<file path="config.mk">
export PLATFORM = sky130hd
export DESIGN_NAME = control
export DESIGN_NICKNAME = d
export VERILOG_FILES = /design/src/rtl/ctrl_pkg.sv /design/src/rtl/sync_bit.sv /design/src/rtl/control.sv
export SDC_FILE = /design/constraint.sdc
export NUM_CORES = 1
export LEC_CHECK = 0
export BUFFER_PORTS_ARGS = -buffer_cell sky130_fd_sc_hd__clkbuf_2
export CAP_MARGIN = 20
export CELL_PAD_IN_SITES_DETAIL_PLACEMENT = 0
export CELL_PAD_IN_SITES_GLOBAL_PLACEMENT = 1
export CORE_AREA = 2 2 39 41
export CTS_CLUSTER_DIAMETER = 100
export DETAILED_ROUTE_END_ITERATION = 12
export DIE_AREA = 0 0 41 43
export GPL_TIMING_DRIVEN = 0
export PLACE_DENSITY = 0.64
export SLEW_MARGIN = 5
export SYNTH_ARGS = -nofsm -noshare
export SYNTH_HDL_FRONTEND = slang
export SYNTH_SLANG_ARGS = --single-unit
</file>
<file path="constraint.sdc">
create_clock -name clk -period 0.9 [get_ports clk]
set_input_delay 0.135 -clock clk [delete_from_list [all_inputs] [get_ports clk]]
set_output_delay 0.135 -clock clk [all_outputs]
set_load 0.02 [all_outputs]
</file>
<file path="src/rtl/ctrl_pkg.sv">
// ---------------------------------------------------------------------------
// ctrl_pkg
// Shared definitions for the magnetron control block: FSM state encoding,
// the default synchronizer depth and the inactive (idle) levels of the
// five asynchronous inputs.
// ---------------------------------------------------------------------------
package ctrl_pkg;

    // Default number of synchronizer flops per asynchronous input (2..4).
    localparam int SYNC_STAGES_DEF = 2;

    // FSM state encoding: the state bit doubles as the mag_on output.
    localparam logic [0:0] ST_OFF = 1'b0;
    localparam logic [0:0] ST_ON  = 1'b1;

    // Idle levels the synchronizer flops clear to while in reset.
    localparam logic STARTN_IDLE = 1'b1;
    localparam logic STOPN_IDLE  = 1'b1;
    localparam logic CLEARN_IDLE = 1'b1;
    localparam logic DOOR_IDLE   = 1'b0;
    localparam logic DONE_IDLE   = 1'b0;

endpackage

</file>
<file path="src/rtl/sync_bit.sv">
// ---------------------------------------------------------------------------
// sync_bit
// Multi-flop synchronizer for one asynchronous input bit.
// Ports:
//   i_clk   : system clock
//   i_rst_n : synchronous active-low reset; every flop loads RST_VAL
//   i_d     : asynchronous input
//   o_q     : synchronized output (STAGES edges behind i_d)
// ---------------------------------------------------------------------------
module sync_bit #(
    parameter int   STAGES  = 2,
    parameter logic RST_VAL = 1'b0
) (
    input  logic i_clk,
    input  logic i_rst_n,
    input  logic i_d,
    output logic o_q
);

    logic [STAGES-1:0] r_chain;

    always_ff @(posedge i_clk) begin
        if (!i_rst_n) begin
            r_chain <= {STAGES{RST_VAL}};
        end else begin
            r_chain <= {r_chain[STAGES-2:0], i_d};
        end
    end

    assign o_q = r_chain[STAGES-1];

endmodule

</file>
<file path="src/rtl/control.sv">
// ---------------------------------------------------------------------------
// control
// Microwave magnetron control: synchronizes the five asynchronous inputs,
// decodes start/stop conditions and runs a two-state OFF/ON FSM. All three
// outputs are registered and update on the same edge.
// Ports:
//   clk         : system clock
//   rst_n       : synchronous active-low reset
//   startn      : start button, active-low, async
//   stopn       : stop/pause button, active-low, async
//   clearn      : clear button, active-low, async
//   door_closed : door sensor, 1 = closed, async
//   timer_done  : cook timer expired, active-high, async
//   set         : registered start_cond (latch-on request, level)
//   reset       : registered stop_cond (latch-off request, level)
//   mag_on      : registered FSM state, 1 = heating
// ---------------------------------------------------------------------------
module control
    import ctrl_pkg::*;
#(
    parameter int SYNC_STAGES = SYNC_STAGES_DEF
) (
    input  logic clk,
    input  logic rst_n,
    input  logic startn,
    input  logic stopn,
    input  logic clearn,
    input  logic door_closed,
    input  logic timer_done,
    output logic set,
    output logic reset,
    output logic mag_on
);

    logic w_startn_s;
    logic w_stopn_s;
    logic w_clearn_s;
    logic w_door_s;
    logic w_done_s;

    logic w_stop_cond;
    logic w_start_cond;

    logic       r_set;
    logic       r_reset;
    logic [0:0] r_state;
    logic [0:0] w_state_nxt;

    sync_bit #(.STAGES(SYNC_STAGES), .RST_VAL(STARTN_IDLE)) u_sync_start (
        .i_clk(clk), .i_rst_n(rst_n), .i_d(startn), .o_q(w_startn_s)
    );
    sync_bit #(.STAGES(SYNC_STAGES), .RST_VAL(STOPN_IDLE)) u_sync_stop (
        .i_clk(clk), .i_rst_n(rst_n), .i_d(stopn), .o_q(w_stopn_s)
    );
    sync_bit #(.STAGES(SYNC_STAGES), .RST_VAL(CLEARN_IDLE)) u_sync_clear (
        .i_clk(clk), .i_rst_n(rst_n), .i_d(clearn), .o_q(w_clearn_s)
    );
    sync_bit #(.STAGES(SYNC_STAGES), .RST_VAL(DOOR_IDLE)) u_sync_door (
        .i_clk(clk), .i_rst_n(rst_n), .i_d(door_closed), .o_q(w_door_s)
    );
    sync_bit #(.STAGES(SYNC_STAGES), .RST_VAL(DONE_IDLE)) u_sync_done (
        .i_clk(clk), .i_rst_n(rst_n), .i_d(timer_done), .o_q(w_done_s)
    );

    // Any stop source wins; start is masked by it so set and reset are
    // mutually exclusive by construction.
    assign w_stop_cond  = ~w_stopn_s | ~w_clearn_s | ~w_door_s | w_done_s;
    assign w_start_cond = ~w_startn_s & ~w_stop_cond;

    always_comb begin
        w_state_nxt = r_state;
        if (w_stop_cond) begin
            w_state_nxt = ST_OFF;
        end else if (w_start_cond) begin
            w_state_nxt = ST_ON;
        end
    end

    always_ff @(posedge clk) begin
        if (!rst_n) begin
            r_set   <= 1'b0;
            r_reset <= 1'b0;
            r_state <= ST_OFF;
        end else begin
            r_set   <= w_start_cond;
            r_reset <= w_stop_cond;
            r_state <= w_state_nxt;
        end
    end

    assign set    = r_set;
    assign reset  = r_reset;
    assign mag_on = r_state[0];

endmodule

</file>
======== Word-level counts from Yosys, hierarchy flattened ========
Index checks and enable logic that the tools add are counted.
word-level totals
  output and inout bits ................... 3
  input port bits ......................... 7
  register bits ........................... 13
cells by class
  reduce and logical (&&, ||, !) cells .... 1
  bitwise logic cells ..................... 10
operators with widths
  kind             number
  $not 1->1        6
  $or 1x1->1       3
  $reduce_or 2->1  1
  $and 1x1->1      1

======== Longest topological paths before layout ========
Gate-level depths: netlist (run 1).
  depth after elaboration ................. 6
  gate-level depth with buffers ........... 2

======== Modules after synthesis ========
From an unflattened synthesis (run 1), not the netlist that was laid out.
unflattened totals
  cell total of the unflattened synthesis .. 28
  area total of the unflattened synthesis .. 384.1 µm²
by module, submodules not included
  module    times used  cells each  area an instance (µm²)
  sync_bit  5           4           52.6
  control   1           8           121.4

======== Worst setup path before layout (run 1) ========
Ideal clock, no wire load.
  kind .................................... reg-to-reg
  start ................................... register u_sync_door.r_chain[1]
  end ..................................... register r_reset (netlist: reset)
  library setup time ...................... 115 ps
  slack ................................... 176 ps
  data required time ...................... 785 ps
  arrival time ............................ 609 ps
  stages on the path, launching flop included .. 3
  cells stage by stage .................... dfxtp_1 nand4b_4 and2_1
on the way
  longest elaborated chain between the ends .. 3
ends and longest elaborated chain
  element                   RTL line        text
  start: declaration        sync_bit.sv:20  logic [STAGES-1:0] r_chain;
  start signal: assignment  sync_bit.sv:24  r_chain <= {STAGES{RST_VAL}};
  start signal: assignment  sync_bit.sv:26  r_chain <= {r_chain[STAGES-2:0], i_d};
  $not 1->1                 control.sv:67   assign w_stop_cond = ~w_stopn_s | ~w_clearn_s | ~w_door_s | w_done_s;
  $or 1x1->1 (2 in a row)   control.sv:67
  end signal: assignment    control.sv:86   r_reset <= w_stop_cond;
  end: declaration          control.sv:45   logic r_reset;
Every way passes these cells.
A chain may end at the register's enable or synchronous reset.

======== Worst setup path in the final report (run 1) ========
  start ................................... register r_state (netlist: mag_on)
  end ..................................... output port mag_on
RTL lines
  element                   RTL line       text
  start: declaration        control.sv:46  logic [0:0] r_state;
  start signal: assignment  control.sv:87  r_state <= w_state_nxt;
  end: declaration          control.sv:32  output logic mag_on
No word-level cell between the ends.

==> flow_metrics.py, run 1 <==
metrics = {
    "power_and_ir_drop": {
        "ir_drop_mv": 0.695,
        "p_clk_share_pct": 33.8,
        "power_leakage_nw": 0.210,
        "power_frac_seq_pct": 60.6,
        "power_mw": 1.00,
        "p_switching_mw": 0.198,
        "power_frac_comb_pct": 5.6,
        "p_int_mw": 0.805,
        "netSwitchingFraction_pct": 19.7,
        "power.density_nw_per_um2": 2010,
    },
    "sta": {
        "worst_slack_ps": 44.2,
        "slew_headroom_pct": 91.1,
        "rsz0062_at_grt": "false",
        "period_minus_slack_ps": 856,
        "tns_ps": 0,
        "hold_ws_ps": 43.2,
        "skew_ps": 4.71,
        "hold_viol": 0,
        "setup_viol_count_final": 0,
        "timing.final.crit_share_pct": 95.1,
        "tightest_slew_ps": 134,
        "maxSlewViolCount": 0,
        "fmax_mhz": 1170,
    },
    "placement": {
        "place_area_sq_um": 457,
        "gp_congestion": 0.629,
        "portBuffers": 9,
        "place_ws_ps": 150,
        "dp_cells": 54,
        "dp_hpwl_microns": 372,
    },
    "finish": {
        "instances_no_fill": 58,
        "drive_above_1_share_pct": 40.5,
        "antenna_cells": 0,
        "final_cell_area_sq_um": 499,
        "final_util_pct": 36.1,
        "nets": 50,
        "syn2layout_area_growth_pct": 27.5,
    },
    "global_routing": {
        "gr-usage-all-layers_pct": 7.08,
        "grt-busiest-layer": "met2",
        "grt_use_met3_pct": 3.14,
        "grtUsageMet1_pct": 6.91,
        "grt_pass1_vias": 209,
        "antenna_found_initial": 0,
        "grt_pass1_wl_microns": 765,
        "use_met2_pct": 9.69,
        "grt.overflow.total": 0,
        "grt_max_degree": 11,
    },
    "routing": {
        "vias": 221,
        "firstDrtPassIters": 2,
        "detail-route-antenna-nets": 0,
        "drc": 0,
        "drtIter0Drc": 1,
        "wire_per_inst_microns": 8.29,
        "viasPerCell": 3.81,
        "routed_wl_microns": 481,
    },
    "run_status": {
        "status": "completed",
    },
    "synth": {
        "ys_ff_latch": 13,
        "yosys.cell_types.count": 7,
        "yosysMostFrequentCell": "dfxtp_1",
        "synth.largest_area_cell": "dfxtp_1",
        "ys_seq_area_share_pct": 66.5,
        "ys.warnings.count": 0,
        "yosys.area.top_type_share_pct": 66.5,
        "synthCells": 29,
        "synth_edf_count": 0,
        "synthesis.area_sq_um": 392,
        "ys.flop_type": "dfxtp_1",
        "synthArstFlopShare_pct": 0,
        "avgSynthCellArea_sq_um": 13.5,
        "netlist_top_cells_area": "dfxtp_1, nand2b_1, and2_1",
        "synthTopCellsByCount": "dfxtp_1, nand2b_1, and2_1, nor3b_2",
        "syn_nets": 36,
    },
    "floorplanning": {
        "fp.dieH_microns": 43,
        "rows": 14,
        "core_sq_um": 1380,
        "die-area_sq_um": 1760,
        "io_pins": 10,
        "die_x_microns": 41,
        "initial_core_util_pct": 28.3,
    },
    "cts": {
        "clk_pin_slew_ps": 70,
        "holdBufCountCts": 0,
        "insertion_delay_ps": 270,
        "cts_tree": "done",
        "clkSinkCount": 13,
        "cts-root-buf": "clkbuf_4",
        "clock_path_buffers": 2,
        "cts_buffers": 3,
        "h-tree-depth": 1,
    },
    "min_path": {
        "hp-start": "startn",
        "holdPathEnd": "u_sync_start.r_chain[0]$_SDFF_PN1_",
        "hold_depth": 2,
        "holdCritPathClass": "input port to flip-flop",
    },
    "run": {
        "drv_cap": 0,
    },
    "worst_setup_path": {
        "crit_type": "flip-flop to primary output",
        "reg2regPathDepth": 2,
        "slowest_stage": "dfxtp_2",
        "r2r-end": "reset$_SDFF_PN0_",
        "crit_buf_inv": 1,
        "reg2reg_slack_ps": 150,
        "critPathMaxStageDelay_ps": 330,
        "r2r_start": "u_sync_door.r_chain[1]$_SDFF_PN0_",
        "crit_family": "flip-flops",
        "critPathLaunchType": "flip-flop",
        "critPathArrivalTime_ps": 720,
        "end_kind": "primary output",
        "crit_cells": 1,
        "cp_data_required_time_ps": 760,
        "crit_chain": "buf_8",
        "path_max_fanout": 2,
    },
}
cell families after synthesis:
group | after synthesis | share of synthesized area (%)
AND/OR/NAND/NOR | 15 | 31.6
flip-flops | 13 | 66.5
buffers and inverters | 1 | 1.92
area by class of cell:
class	count	area, sq um
repair buffers	9	60.1
flip-flops and latches	13	262
plain buffers	1	7.51
fillers	150	885
multi-input cells	15	124
well taps	16	20.0
clock buffers	4	26.3
cells in the final DEF, fill, tap and decap left out:
cell type | synthesis | final
dfxtp_2 | 0 | 1
nand4b_4 | 1 | 1
buf_4 | 1 | 3
nor2b_1 | 1 | 1
buf_8 | 0 | 1
clkbuf_1 | 0 | 1
nand2b_1 | 6 | 6
dfxtp_1 | 13 | 12
clkbuf_4 | 0 | 3
and2_1 | 5 | 5
nor3b_2 | 2 | 2
clkbuf_2 | 0 | 6
worst max path at each step:
stage / startpoint / end / slack [ps]
6_report: mag_on$_SDFFE_PP0P_ / mag_on / 40
5_1_grt: reset$_SDFF_PN0_ / reset / 6
3_3_place_gp: u_sync_door.r_chain[1]$_SDFF_PN0_ / reset$_SDFF_PN0_ / 160
2_1_floorplan: u_sync_door.r_chain[1]$_SDFF_PN0_ / reset$_SDFF_PN0_ / 180
4_1_cts: reset$_SDFF_PN0_ / reset / 8
3_5_place_dp: u_sync_door.r_chain[1]$_SDFF_PN0_ / reset$_SDFF_PN0_ / 150
power groups by stage:
stage | sequential (mW) | clock (mW) | combinational, mW
finish | 0.607 | 0.339 | 0.0563
global route | 0.609 | 0.387 | 0.0628
CTS | 0.607 | 0.358 | 0.0563
detailed placement | 0.621 | 0 | 0.0557
global placement | 0.620 | 0 | 0.0531
floorplan | 0.624 | 0 | 0.0298
metal layers:
layer	routed length, microns	up-vias
met4	0	0
li1	-	115
met3	46	0
met5	0	-
met1	189	98
met2	245	8
sequential cells by signal, indices dropped and copies added, names as in the netlist:
| name | count |
|---|---|
| u_sync_done.r_chain | 2 |
| u_sync_stop.r_chain | 2 |
| set | 1 |
| u_sync_clear.r_chain | 2 |
| u_sync_door.r_chain | 2 |
| u_sync_start.r_chain | 2 |
| reset | 1 |
| mag_on | 1 |
what timing repair did:
| item | CTS | global route |
|---|---|---|
| resized for setup | 3 | 5 |
| pin swaps | 0 | 0 |
| endpoints found under the setup margin | 1 | 3 |
| setup buffers | 0 | 0 |
Note: power is estimated with default switching activity, not from simulation.
==> run 2, diff against run 1 <==
==> constraint.sdc (replaced) <==
create_clock -name clk -period 0.9 [get_ports clk]
set_input_delay 0.18 -clock clk [delete_from_list [all_inputs] [get_ports clk]]
set_output_delay 0.18 -clock clk [all_outputs]
set_load 0.02 [all_outputs]
==> run 2 against run 1 <==
The flow now finishes with violations (negative setup slack). Sequential share of layout area decreased by 1.3 points. Via count increased by 0.45%. Cell count unchanged. Utilization increased by 1.3 points. Hold slack improved by 45 ps. Critical path depth unchanged. Die area unchanged. Total power increased by 0.57%. Largest power group unchanged.
==> flow_metrics.py, run 2 (synthesis results as in run 1) <==
metrics = {
    "floorplanning": {
        "rows": 14,
        "die-area_sq_um": 1760,
        "initial_core_util_pct": 28.3,
        "die_x_microns": 41,
        "fp.dieH_microns": 43,
        "io_pins": 10,
        "core_sq_um": 1380,
    },
    "power_and_ir_drop": {
        "power.density_nw_per_um2": 1950,
        "p_int_mw": 0.810,
        "p_clk_share_pct": 33.6,
        "power_leakage_nw": 0.215,
        "ir_drop_mv": 0.695,
        "power_frac_comb_pct": 6.0,
        "power_frac_seq_pct": 60.4,
        "p_switching_mw": 0.199,
        "netSwitchingFraction_pct": 19.7,
    },
    "worst_setup_path": {
        "critPathMaxStageDelay_ps": 330,
        "critPathLaunchType": "flip-flop",
        "crit_buf_inv": 1,
        "crit_chain": "buf_8",
        "crit_family": "flip-flops",
        "crit_type": "flip-flop to primary output",
        "critPathArrivalTime_ps": 720,
        "end_kind": "primary output",
        "reg2regPathDepth": 2,
        "cp_data_required_time_ps": 720,
        "path_max_fanout": 2,
        "crit_cells": 1,
        "slowest_stage": "dfxtp_2",
    },
    "routing": {
        "firstDrtPassIters": 2,
        "drc": 0,
        "vias": 222,
        "route.met3.wl_microns": 40,
        "met2WireLength_microns": 245,
        "viasPerCell": 3.83,
        "detail-route-antenna-nets": 0,
        "maxUsedRoutingLayer": "met3",
        "drtIter0Drc": 1,
        "wire_per_inst_microns": 8.19,
        "routed_wl_microns": 475,
        "wl_met1_microns": 189,
    },
    "global_routing": {
        "gr-usage-all-layers_pct": 7.08,
        "grt_max_degree": 11,
        "antenna_found_initial": 0,
        "grt.overflow.total": 0,
        "grt_pass1_vias": 209,
        "grt_pass1_wl_microns": 765,
    },
    "sta": {
        "hold_viol": 0,
        "skew_ps": 4.71,
        "timing.final.crit_share_pct": 100,
        "rsz0062_at_grt": "true",
        "tightest_slew_ps": 134,
        "worst_slack_ps": -2.12,
        "hold_ws_ps": 88.2,
        "fmax_mhz": 1110,
        "slew_headroom_pct": 91.1,
        "setup_viol_count_final": 1,
        "period_minus_slack_ps": 902,
        "maxSlewViolCount": 0,
    },
    "cts": {
        "h-tree-depth": 1,
        "cts-root-buf": "clkbuf_4",
        "cts_tree": "done",
        "cts_buffers": 3,
        "clkSinkCount": 13,
        "insertion_delay_ps": 270,
        "clock_path_buffers": 2,
        "clk_pin_slew_ps": 70,
    },
    "finish": {
        "nets": 50,
        "syn2layout_area_growth_pct": 31.9,
        "final_common_cell": "dfxtp_1",
        "antenna_cells": 0,
        "layout_common_cells": "dfxtp_1, nand2b_1, clkbuf_2, and2_1",
        "drive_above_1_share_pct": 45.2,
        "instances_no_fill": 58,
    },
    "placement": {
        "dp_cells": 54,
        "dp_hpwl_microns": 372,
        "place_ws_ps": 150,
        "portBuffers": 9,
        "gp_congestion": 0.629,
    },
    "min_path": {
        "hold_depth": 2,
        "holdCritPathClass": "input port to flip-flop",
    },
    "run_status": {
        "violations": "negative setup slack",
        "status": "complete, but fails checks",
    },
    "run": {
        "drv_cap": 0,
    },
}
## run 2: cell counts in the layout (fill, tap and decap cells not counted)
Identical to the previous run, type by type.
## run 2: power groups by stage
stage | logic, mW | registers (mW) | clock network [mW]
2_1_floorplan | 0.0298 | 0.624 | 0
3_3_place_gp | 0.0531 | 0.620 | 0
3_5_place_dp | 0.0557 | 0.621 | 0
4_1_cts | 0.0609 | 0.608 | 0.358
5_1_grt | 0.0670 | 0.611 | 0.387
6_report | 0.0604 | 0.609 | 0.339
## run 2: worst paths after layout
path / start / end / slack (ps)
max: mag_on$_SDFFE_PP0P_ / mag_on / -2
min: startn / u_sync_start.r_chain[0]$_SDFF_PN1_ / 90
max reg2reg: u_sync_door.r_chain[1]$_SDFF_PN0_ / reset$_SDFF_PN0_ / 150
min reg2reg: u_sync_start.r_chain[0]$_SDFF_PN1_ / u_sync_start.r_chain[1]$_SDFF_PN1_ / 410
## run 2: timing repair
action	4_1_cts	5_1_grt
hold buffers	0	0
setup endpoints to repair	3	3
setup buffers	0	0
resized for setup	9	3
## run 2: final cells by class
cell class	instances	area, sq um
fillers	148	867
flip-flops and latches	13	264
multi-input cells	15	124
repair buffers	9	75.1
clock buffers	4	26.3
well taps	16	20.0
plain buffers	1	7.51
## run 2: metrics by stage
| step | cell area [sq um] | power [mW] | utilization (%) | TNS [ps] |
|---|---|---|---|---|
| global placement | 457 | 0.673 | 33.0 | 0 |
| floorplan | 392 | 0.654 | - | 0 |
| detailed placement | 457 | 0.677 | 33.0 | 0 |
| CTS | 513 | 1.03 | 37.1 | -66.3 |
| finish | 517 | 1.01 | 37.3 | -2.12 |
| global route | 517 | 1.07 | 37.3 | -76.6 |
## run 2: worst register-to-register path: cells and delay by family, from the launching register on
family | cells | cell delay, ps
and+or+nand+nor | 2 | 300
DFF | 1 | 360
## run 2: layer usage
metal / up-vias / track usage [%]
li1: 115 / -
met3: 0 / 3.14
met1: 99 / 6.91
met5: - / 0
met4: 0 / 8.00
met2: 8 / 9.69
